**config.mk**
```make
export PLATFORM = sky130hd
export DESIGN_NAME = alu_issue_stage
export DESIGN_NICKNAME = d
export VERILOG_FILES = /design/src/rtl/common.sv /design/src/rtl/alu_ctrl_decode.sv /design/src/rtl/alu_issue_stage.sv
export SDC_FILE = /design/constraint.sdc
export NUM_CORES = 1
export LEC_CHECK = 0
export CAP_MARGIN = 20
export CELL_PAD_IN_SITES_DETAIL_PLACEMENT = 1
export CELL_PAD_IN_SITES_GLOBAL_PLACEMENT = 1
export CORE_UTILIZATION = 34
export DETAILED_ROUTE_END_ITERATION = 8
export PLACE_DENSITY_LB_ADDON = 0.2
export SLEW_MARGIN = 5
export SYNTH_ARGS = -nofsm -noshare
export SYNTH_HDL_FRONTEND = slang
export SYNTH_SLANG_ARGS = --single-unit
```
**constraint.sdc**
```tcl
create_clock -name clk -period 6.53 [get_ports clk]
set_input_delay 0.9795 -clock clk [delete_from_list [all_inputs] [get_ports clk]]
set_output_delay 0.9795 -clock clk [all_outputs]
set_load 0.02 [all_outputs]
```
**src/rtl/common.sv**
```systemverilog
// ALU control codes, RV32I opcodes and the issue record shared by the ALU issue stage.
package common;
    localparam int ISSUE_XLEN = 32;

    localparam logic [3:0] ALU_ADD  = 4'd0,
                           ALU_SUB  = 4'd1,
                           ALU_SLL  = 4'd2,
                           ALU_SLT  = 4'd3,
                           ALU_SLTU = 4'd4,
                           ALU_XOR  = 4'd5,
                           ALU_SRL  = 4'd6,
                           ALU_SRA  = 4'd7,
                           ALU_OR   = 4'd8,
                           ALU_AND  = 4'd9;

    localparam logic [6:0] OPC_OP     = 7'b0110011,
                           OPC_OPIMM  = 7'b0010011,
                           OPC_LOAD   = 7'b0000011,
                           OPC_STORE  = 7'b0100011,
                           OPC_LUI    = 7'b0110111,
                           OPC_AUIPC  = 7'b0010111,
                           OPC_JAL    = 7'b1101111,
                           OPC_JALR   = 7'b1100111,
                           OPC_BRANCH = 7'b1100011;

    typedef enum logic [1:0] {LSEL_ZERO, LSEL_RS1, LSEL_PC} lsel_t;
    typedef enum logic [1:0] {RSEL_ZERO, RSEL_RS2, RSEL_IMM, RSEL_FOUR} rsel_t;
    typedef enum logic [1:0] {ST_EMPTY, ST_ONE, ST_TWO} buf_state_t;

    typedef struct packed {
        logic [3:0]            control;
        logic [ISSUE_XLEN-1:0] left;
        logic [ISSUE_XLEN-1:0] right;
        logic [4:0]            rd;
        logic                  rd_we;
        logic                  illegal;
    } alu_issue_t;

    // EX/MEM has the younger result, so it wins over MEM/WB; x0 is hardwired zero.
    function automatic logic [ISSUE_XLEN-1:0] fwd_operand(
        input logic [4:0]            rs,
        input logic [ISSUE_XLEN-1:0] rf_data,
        input logic                  em_we,
        input logic [4:0]            em_rd,
        input logic [ISSUE_XLEN-1:0] em_data,
        input logic                  mw_we,
        input logic [4:0]            mw_rd,
        input logic [ISSUE_XLEN-1:0] mw_data
    );
        if (rs == 5'd0)
            return '0;
        if (em_we && (em_rd == rs))
            return em_data;
        if (mw_we && (mw_rd == rs))
            return mw_data;
        return rf_data;
    endfunction
endpackage

```
**src/rtl/alu_ctrl_decode.sv**
```systemverilog
// Opcode/funct to ALU control code and operand selects.
// Latency: combinational. Backpressure: none, pure function of its inputs.
module alu_ctrl_decode
    import common::*;
(
    input  logic [6:0] i_opcode,
    input  logic [2:0] i_funct3,
    input  logic       i_funct7_5,
    output logic [3:0] o_control,
    output lsel_t      o_left_sel,
    output rsel_t      o_right_sel,
    output logic       o_wb_en,
    output logic       o_illegal
);
    logic w_alt;

    always_comb begin
        o_control   = ALU_ADD;
        o_left_sel  = LSEL_ZERO;
        o_right_sel = RSEL_ZERO;
        o_wb_en     = 1'b0;
        o_illegal   = 1'b0;
        // OP-IMM only uses funct7[5] to pick SRAI; ADDI has no subtract form.
        w_alt       = i_funct7_5 && ((i_opcode == OPC_OP) || (i_funct3 == 3'b101));
        case (i_opcode)
            OPC_OP, OPC_OPIMM: begin
                o_left_sel  = LSEL_RS1;
                o_right_sel = (i_opcode == OPC_OP) ? RSEL_RS2 : RSEL_IMM;
                o_wb_en     = 1'b1;
                case (i_funct3)
                    3'b000:  o_control = w_alt ? ALU_SUB : ALU_ADD;
                    3'b001:  o_control = ALU_SLL;
                    3'b010:  o_control = ALU_SLT;
                    3'b011:  o_control = ALU_SLTU;
                    3'b100:  o_control = ALU_XOR;
                    3'b101:  o_control = w_alt ? ALU_SRA : ALU_SRL;
                    3'b110:  o_control = ALU_OR;
                    default: o_control = ALU_AND;
                endcase
            end
            OPC_LOAD, OPC_STORE: begin
                o_left_sel  = LSEL_RS1;
                o_right_sel = RSEL_IMM;
                o_wb_en     = (i_opcode == OPC_LOAD);
            end
            OPC_LUI: begin
                o_right_sel = RSEL_IMM;
                o_wb_en     = 1'b1;
            end
            OPC_AUIPC: begin
                o_left_sel  = LSEL_PC;
                o_right_sel = RSEL_IMM;
                o_wb_en     = 1'b1;
            end
            OPC_JAL, OPC_JALR: begin
                o_left_sel  = LSEL_PC;
                o_right_sel = RSEL_FOUR;
                o_wb_en     = 1'b1;
            end
            OPC_BRANCH: begin
                o_left_sel  = LSEL_RS1;
                o_right_sel = RSEL_RS2;
                case (i_funct3[2:1])
                    2'b00:   o_control = ALU_SUB;
                    2'b10:   o_control = ALU_SLT;
                    2'b11:   o_control = ALU_SLTU;
                    default: begin
                        o_illegal   = 1'b1;
                        o_left_sel  = LSEL_ZERO;
                        o_right_sel = RSEL_ZERO;
                    end
                endcase
            end
            default: o_illegal = 1'b1;
        endcase
    end
endmodule

```
**src/rtl/alu_issue_stage.sv**
```systemverilog
// Decode-to-execute issue register: forwarding, ALU control, 1-cycle latency, skid buffer
// on valid/ready (SKID_EN=0: single entry, in_ready = !full | out_ready). ALU_ISSUE_PERF_EN adds counters.
module alu_issue_stage
    import common::*;
#(
    parameter int XLEN    = ISSUE_XLEN,
    parameter bit SKID_EN = 1'b1
) (
    input  logic            clk,
    input  logic            reset,
    input  logic            flush,
    input  logic            in_valid,
    output logic            in_ready,
    input  logic [6:0]      in_opcode,
    input  logic [2:0]      in_funct3,
    input  logic            in_funct7_5,
    input  logic [4:0]      in_rs1,
    input  logic [4:0]      in_rs2,
    input  logic [XLEN-1:0] in_rs1_data,
    input  logic [XLEN-1:0] in_rs2_data,
    input  logic [XLEN-1:0] in_imm,
    input  logic [XLEN-1:0] in_pc,
    input  logic [4:0]      in_rd,
    input  logic            fwd_em_we,
    input  logic [4:0]      fwd_em_rd,
    input  logic [XLEN-1:0] fwd_em_data,
    input  logic            fwd_mw_we,
    input  logic [4:0]      fwd_mw_rd,
    input  logic [XLEN-1:0] fwd_mw_data,
    output logic            out_valid,
    input  logic            out_ready,
    output logic [3:0]      out_control,
    output logic [XLEN-1:0] out_left,
    output logic [XLEN-1:0] out_right,
    output logic [4:0]      out_rd,
    output logic            out_rd_we,
    output logic            out_illegal
`ifdef ALU_ISSUE_PERF_EN
    ,
    output logic [31:0]     perf_issued,
    output logic [31:0]     perf_stall
`endif
);
    lsel_t            w_lsel;
    rsel_t            w_rsel;
    logic [3:0]       w_ctrl;
    logic             w_wb_en;
    logic             w_illegal;
    logic [XLEN-1:0]  w_rs1_val, w_rs2_val, w_left, w_right;
    alu_issue_t       w_new, r_main, r_skid;
    buf_state_t       r_state, w_state_nxt;
    logic             w_accept, w_load_main, w_load_skid, w_skid_to_main;

    alu_ctrl_decode u_dec (
        .i_opcode    (in_opcode),
        .i_funct3    (in_funct3),
        .i_funct7_5  (in_funct7_5),
        .o_control   (w_ctrl),
        .o_left_sel  (w_lsel),
        .o_right_sel (w_rsel),
        .o_wb_en     (w_wb_en),
        .o_illegal   (w_illegal)
    );

    assign w_rs1_val = fwd_operand(in_rs1, in_rs1_data, fwd_em_we, fwd_em_rd, fwd_em_data,
                                   fwd_mw_we, fwd_mw_rd, fwd_mw_data);
    assign w_rs2_val = fwd_operand(in_rs2, in_rs2_data, fwd_em_we, fwd_em_rd, fwd_em_data,
                                   fwd_mw_we, fwd_mw_rd, fwd_mw_data);

    always_comb begin
        case (w_lsel)
            LSEL_RS1: w_left = w_rs1_val;
            LSEL_PC:  w_left = in_pc;
            default:  w_left = '0;
        endcase
        case (w_rsel)
            RSEL_RS2:  w_right = w_rs2_val;
            RSEL_IMM:  w_right = in_imm;
            RSEL_FOUR: w_right = XLEN'(4);
            default:   w_right = '0;
        endcase
    end

    always_comb begin
        w_new.control = w_ctrl;
        w_new.left    = w_left;
        w_new.right   = w_right;
        w_new.rd      = in_rd;
        w_new.rd_we   = w_wb_en && (in_rd != 5'd0);
        w_new.illegal = w_illegal;
    end

    assign out_valid = (r_state != ST_EMPTY);
    assign in_ready  = SKID_EN ? (r_state != ST_TWO) : ((r_state == ST_EMPTY) || out_ready);

    always_ff @(posedge clk or posedge reset) begin
        if (reset)
            r_state <= ST_EMPTY;
        else
            r_state <= w_state_nxt;
    end

    // Without the skid entry in_ready blocks accept-while-stalled, so TWO is never reached.
    always_comb begin
        w_state_nxt = r_state;
        if (flush)
            w_state_nxt = ST_EMPTY;
        else begin
            case (r_state)
                ST_EMPTY: if (w_accept) w_state_nxt = ST_ONE;
                ST_ONE: begin
                    if (w_accept && !out_ready)
                        w_state_nxt = ST_TWO;
                    else if (!w_accept && out_ready)
                        w_state_nxt = ST_EMPTY;
                end
                ST_TWO:   if (out_ready) w_state_nxt = ST_ONE;
                default:  w_state_nxt = ST_EMPTY;
            endcase
        end
    end

    always_comb begin
        w_accept       = in_valid && in_ready && !flush;
        w_load_main    = 1'b0;
        w_load_skid    = 1'b0;
        w_skid_to_main = 1'b0;
        if (!flush) begin
            case (r_state)
                ST_EMPTY: w_load_main = w_accept;
                ST_ONE: begin
                    w_load_main = w_accept && out_ready;
                    w_load_skid = w_accept && !out_ready;
                end
                ST_TWO:   w_skid_to_main = out_ready;
                default:  ;
            endcase
        end
    end

    always_ff @(posedge clk or posedge reset) begin
        if (reset) begin
            r_main <= '0;
            r_skid <= '0;
        end else begin
            if (w_load_main)
                r_main <= w_new;
            else if (w_skid_to_main)
                r_main <= r_skid;
            if (w_load_skid)
                r_skid <= w_new;
        end
    end

    assign out_control = r_main.control;
    assign out_left    = r_main.left;
    assign out_right   = r_main.right;
    assign out_rd      = r_main.rd;
    assign out_rd_we   = r_main.rd_we;
    assign out_illegal = r_main.illegal;

`ifdef ALU_ISSUE_PERF_EN
    logic [31:0] r_perf_issued, r_perf_stall;

    always_ff @(posedge clk or posedge reset) begin
        if (reset) begin
            r_perf_issued <= '0;
            r_perf_stall  <= '0;
        end else begin
            if (out_valid && out_ready)
                r_perf_issued <= r_perf_issued + 32'd1;
            if (out_valid && !out_ready)
                r_perf_stall  <= r_perf_stall + 32'd1;
        end
    end

    assign perf_issued = r_perf_issued;
    assign perf_stall  = r_perf_stall;
`endif
endmodule

```
---- Yosys cells after proc, flatten, opt, wreduce, memory -nomap -nowiden ----
Index checks and enable logic that the tools add are counted.
cells by class
  eq/ne operators ......................... 32
  multiplexer cells ....................... 52
  reductions and logical operators ........ 33
operators with widths
  kind                number
  $mux 32             12
  $mux 75             2
  $pmux 32 s3         1
  $pmux 32 s2         1
  $pmux 4 s7          1
  $eq 7x6->1 const B  3
  $eq 7x7->1 const B  3
  $mux 1              21
  $eq 5x5->1          4
  $eq 7x5->1 const B  2
  $eq 2x2->1 const B  6
  $mux 2              6
  $pmux 2 s3          2
  $logic_and 1x1->1   11
  $logic_not 5->1     2
  $eq 3x3->1 const B  3
  $pmux 3 s3          1
  $pmux 2 s4          1
  $pmux 4 s2          1
  $reduce_or 4->1     2
  $reduce_or 8->1     1
  $eq 7x2->1 const B  1
  $eq 2x1->1 const B  3
  $eq 3x2->1 const B  2
  15 further kinds    25
word-level totals
  register bits ........................... 152
  bits of input ports ..................... 235
  logic and storage cells ................. 130

---- Depth between registers and ports, before layout ----
  depth in word-level cells ............... 11
  depth in mapped cells ................... 13
  mapped depth without buffers ............ 10

---- Modules after synthesis ----
A second synthesis with hierarchy kept.
unflattened totals
  cells, all modules ...................... 1,259
  area total of the unflattened synthesis .. 10,637.7 um^2
by module, submodules not included
  module           instances  cells each  area each (um^2)  sequential area each (um^2)
  alu_issue_stage  1          1,210       10,319.9          3,803.6
  alu_ctrl_decode  1          49          317.8             0.0

---- Worst setup path after synthesis ----
Ideal clock, no wire load.
  path kind ............................... input -> register
  from .................................... input in_opcode[6]
  to ...................................... register r_main, in the netlist out_left[4]
  arrival time ............................ 2.727 ns
  setup slack ............................. 3.661 ns
  stages on the path ...................... 13
  buffers on the path ..................... 4
  path through ............................ and3b_1 -> buf_2 -> nand2_1 -> nand2_1 -> nand2_1 -> inv_1 -> ha_1 -> clkbuf_1 -> and2_1 -> clkbuf_1 -> clkbuf_1 -> a31o_1 -> a31oi_1
on the way
  cells in the longest elaborated chain, start to end .. 6
  elaborated cells on any way between the ends .. 15
ends and longest elaborated chain
  item                                                                 line                    source
  from (decl)                                                          alu_issue_stage.sv:14   input logic [6:0] in_opcode,
  $eq 7x6->1 (tied with other cells)                                   alu_ctrl_decode.sv:25   case (i_opcode)
  $reduce_or 4->1 (no source line) or $reduce_or 3->1 (tied branches)  n/a
  $pmux 2 s3 *                                                         alu_ctrl_decode.sv:25
  $eq 2x2->1 or $eq 2x1->1 (tied branches)                             alu_issue_stage.sv:71   case (w_lsel)
  $pmux 32 s2 *                                                        alu_issue_stage.sv:71
  $mux 75 *                                                            alu_issue_stage.sv:146  if (w_load_main)
  to (signal assigned)                                                 alu_issue_stage.sv:147  r_main <= w_new;
  to (signal assigned)                                                 alu_issue_stage.sv:149  r_main <= r_skid;
  to (decl)                                                            alu_issue_stage.sv:50   alu_issue_t w_new, r_main, r_skid;
Mark *: on every way between the ends. The rest lies on a longest branch, timed or not.
A chain may end at the register's enable or synchronous reset.

---- Worst setup path in the final report ----
  from .................................... input in_opcode[6]
  to ...................................... register r_skid[48] in the netlist's numbering
on the way
  cells in the longest elaborated chain, start to end .. 5
  elaborated cells on any way between the ends .. 14
ends and longest elaborated chain
  item                                                                 line                    source
  $eq 7x6->1 (tied with other cells)                                   alu_ctrl_decode.sv:25
  $reduce_or 4->1 (no source line) or $reduce_or 3->1 (tied branches)  n/a
  $pmux 2 s3 *                                                         alu_ctrl_decode.sv:25
  $eq 2x2->1 or $eq 2x1->1 (tied branches)                             alu_issue_stage.sv:71
  $pmux 32 s2 *                                                        alu_issue_stage.sv:71
  to (signal assigned)                                                 alu_issue_stage.sv:151  r_skid <= w_new;
  to (decl)                                                            alu_issue_stage.sv:50
Marked as above.

==> results by group <==
Logic synthesis
  • Post-synthesis sequential area ratio: ~40%
  • Syn Inst Count: between 1000 and 1500
  • Synth warnings: 0
  • Ys async rst share: 100%
  • Syn nets: 1369
  • Netlist Area Pre-Place: 0.00940 mm2
  • Number of flops mapped to enable cells by yosys: 0
  • Mean Syn Cell Area: 8.30 um2
  • Post-synth cell types: 58
  • Flops & latches, synth: roughly 150
  • Post-synth top flop: dfrtp_1

Clocking
  • Clock insertion delay at the later pin of the skew report: ~0.43 ns
  • CTS resizes: 0
  • CTS tree: built
  • CTS Sinks: 152
  • Htree depth: 4
  • Clock-pin transition on the worst setup and hold timing paths: about 0.07 ns
  • Setup Buffers After CTS: 0
  • Hold-fix buffers, CTS: 0
  • Num CTS Buffers: 17
  • CTS root buf: clkbuf_16
  • Clock buffer depth: 2

Timing
  • Final worst-path cycle share: 62.6%
  • Post-route setup TNS: 0 ns
  • Slew Limit Fails: 0
  • Final setup vio count: 0
  • Min Tclk post-route: around 4.1 ns
  • Least-Margin Pin Slew: ~1.1 ns
  • Unrepaired setup endpoints after global routing: false
  • Slew Limit Headroom: approximately a quarter
  • F_max: approximately 240 MHz
  • Hold Vio Cnt, Final: 0
  • Final Skew: between 0.01 and 0.015 ns
  • Min Hold Slack: ~0.48 ns

Layout
  • Share of cells above drive strength 1: 6.70%
  • Synthesis-to-finish area growth: 41.4%
  • Non-Filler Instances: between 1500 and 2000
  • Commonest non-fill, non-tap cell in the layout: clkdlybuf4s50_1
  • # nets final: 1613
  • Most frequent cells in the layout: clkdlybuf4s50_1 (311), nand2_1 (206), dfrtp_1 (152)

Detailed routing
  • Routed wire length: around 43000 um
  • DR WL/cell: 24.5 um
  • Final antenna-violating net count: 0
  • Vias: ~10000
  • Initial DRC count: 764
  • Residual DRC: 0
  • Via density: between 5 and 6
  • Pre-antenna DRT Iters: 4

Critical path
  • R2r setup slk: just under 4 ns
  • Worst Path Arrival: between 4 and 5 ns
  • Reg2reg path depth: 6
  • Setup CP Type: in -> reg
  • Worst Setup Start Kind: input port
  • Data required, critical path: between 6 and 7 ns
  • Crit-path max FO: 33
  • R2r endpoint: r_skid[69]
  • Endpoint type of the worst setup path: flip-flop
  • Worst R2R Start: r_state[1]

Global route
  • All-Layer GR Usage: between 30% and 40%
  • Initial antenna violation count: 4
  • Via count of the first global-routing pass: roughly 11000
  • Global-route wire length before repair: 65000 um
  • Largest net degree at the start of global routing: between 100 and 150
  • Gr ovfl total: 0

Placement
  • Placed Cells incl. Taps: around 1700
  • Final HPWL DP: between 20000 and 30000 um
  • Port-buffer cells: roughly 310
  • GPL Wtd Cong: roughly 0.84

Floorplan
  • Std-Cell Core Area: 0.0270 mm2
  • Width of the chip: 168 um
  • Die area: roughly 0.028 mm2
  • Initial Util: between 30% and 40%
  • Row count: 60
  • IO Pins: between 300 and 400
  • Die height: approximately 170 um

Run
  • Max_cap viols: 0

Hold path
  • Hold Path Class: reg -> reg
  • Worst Hold Launch: r_skid[1]
  • Worst-case hold path end point: r_skid[1]
  • Hold Path Depth: 2

Power
  • Tot Pwr: 2.99 mW
  • PwrDens: 225 mW/mm2
  • Peak supply drop: ~0.00013 V
  • LEAKAGE: between 5 and 6 nW

Run status
  • Status: complete, no violations
[where the power goes]
group	switching, mW	leakage (nW)	internal [mW]
clock	0.480	0.300	0.588
sequential	0.0765	1.96	1.06
combinational	0.400	3.10	0.379
[final cells by class]
type | instances | area, um2
diodes | 2 | 5.00
clock inverters | 15 | 199
inverters | 7 | 31.3
flip-flops and latches | 152 | 3800
multi-input cells | 868 | 5140
well taps | 341 | 427
fillers | 3168 | 13700
repair buffers | 330 | 3260
clock buffers | 17 | 425
[per-layer routing]
| layer | up-vias | part of all wire, % | track usage, % |
|---|---|---|---|
| li1 | 4616 | - | - |
| met1 | 5084 | 43 | 39.0 |
| met2 | 393 | 47 | 50.3 |
| met3 | 75 | 6.6 | 6.68 |
| met4 | 2 | 3.0 | 10.8 |
| met5 | - | 0.031 | 0 |
[state kept, by name, indices dropped and copies added (netlist names)]
name	count
out_illegal	1
out_left	32
out_rd	5
out_control	4
out_right	32
r_skid	75
out_rd_we	1
r_state	2
[logic make-up after synthesis]
| logic type | Yosys count | synth area share (%) |
|---|---|---|
| AO/OA/AOI/OAI | 358 | 26.4 |
| adder cells (fa/ha/maj) | 2 | 0.266 |
| buffers and inverters | 112 | 5.40 |
| multiplexers | 32 | 3.41 |
| AND/OR/NAND/NOR | 456 | 22.2 |
| XOR/XNOR | 20 | 1.86 |
| flip-flops | 152 | 40.5 |
[critical path, cell delays in order]
cell             delay, ns
clkdlybuf4s50_1       0.61
and3b_1               0.37
o211ai_1              0.18
inv_1                 0.09
ha_2                  0.76
nor2b_2               1.02
and3_1                0.28
a221o_1               0.12
[how the worst max path moves through the flow]
| stage | slack (ns) | end | from |
|---|---|---|---|
| 6_report | 2.44 | r_skid[48] | in_opcode[6] |
| 5_1_grt | 2.35 | r_skid[54] | in_opcode[6] |
| 4_1_cts | 2.55 | r_skid[48] | in_opcode[6] |
| 3_5_place_dp | 2.08 | r_skid[48] | in_opcode[6] |
| 3_3_place_gp | 2.20 | r_skid[46] | in_opcode[6] |
| 2_1_floorplan | 1.46 | out_control[0] | reset |
[through the flow]
| stage | setup WS, ns | instance area [um2] | util (%) |
|---|---|---|---|
| CTS | 2.55 | 13300 | 49.1 |
| floorplan | 1.46 | 9400 | - |
| finish | 2.44 | 13300 | 49.2 |
| detailed placement | 2.08 | 12700 | 46.8 |
| global route | 2.35 | 13300 | 49.2 |
| global placement | 2.20 | 12700 | 46.8 |
[synth_stat cells, types with 3 or more instances]
master / n / area (um2)
a211o_1: 31 / 272
nand2_1: 208 / 781
mux2i_1: 32 / 320
nor2b_1: 10 / 62.6
a22oi_1: 16 / 120
buf_6: 3 / 33.8
and3_1: 63 / 394
a31o_1: 15 / 131
xor2_1: 8 / 70.1
buf_2: 18 / 90.1
dfrtp_1: 152 / 3800
a21oi_1: 85 / 425
nand2b_1: 5 / 31.3
buf_1: 7 / 26.3
clkbuf_1: 73 / 274
a31oi_1: 57 / 357
nor3_1: 12 / 60.1
inv_1: 6 / 22.5
o21ai_1: 18 / 90.1
a31o_2: 16 / 140
a221o_1: 31 / 310
nor2_1: 75 / 282
o31a_1: 7 / 61.3
o211ai_2: 9 / 113
o21ai_0: 40 / 200
o211ai_1: 18 / 135
xnor2_1: 12 / 105
nand3_1: 64 / 320
(Power assumes the default switching activity.)
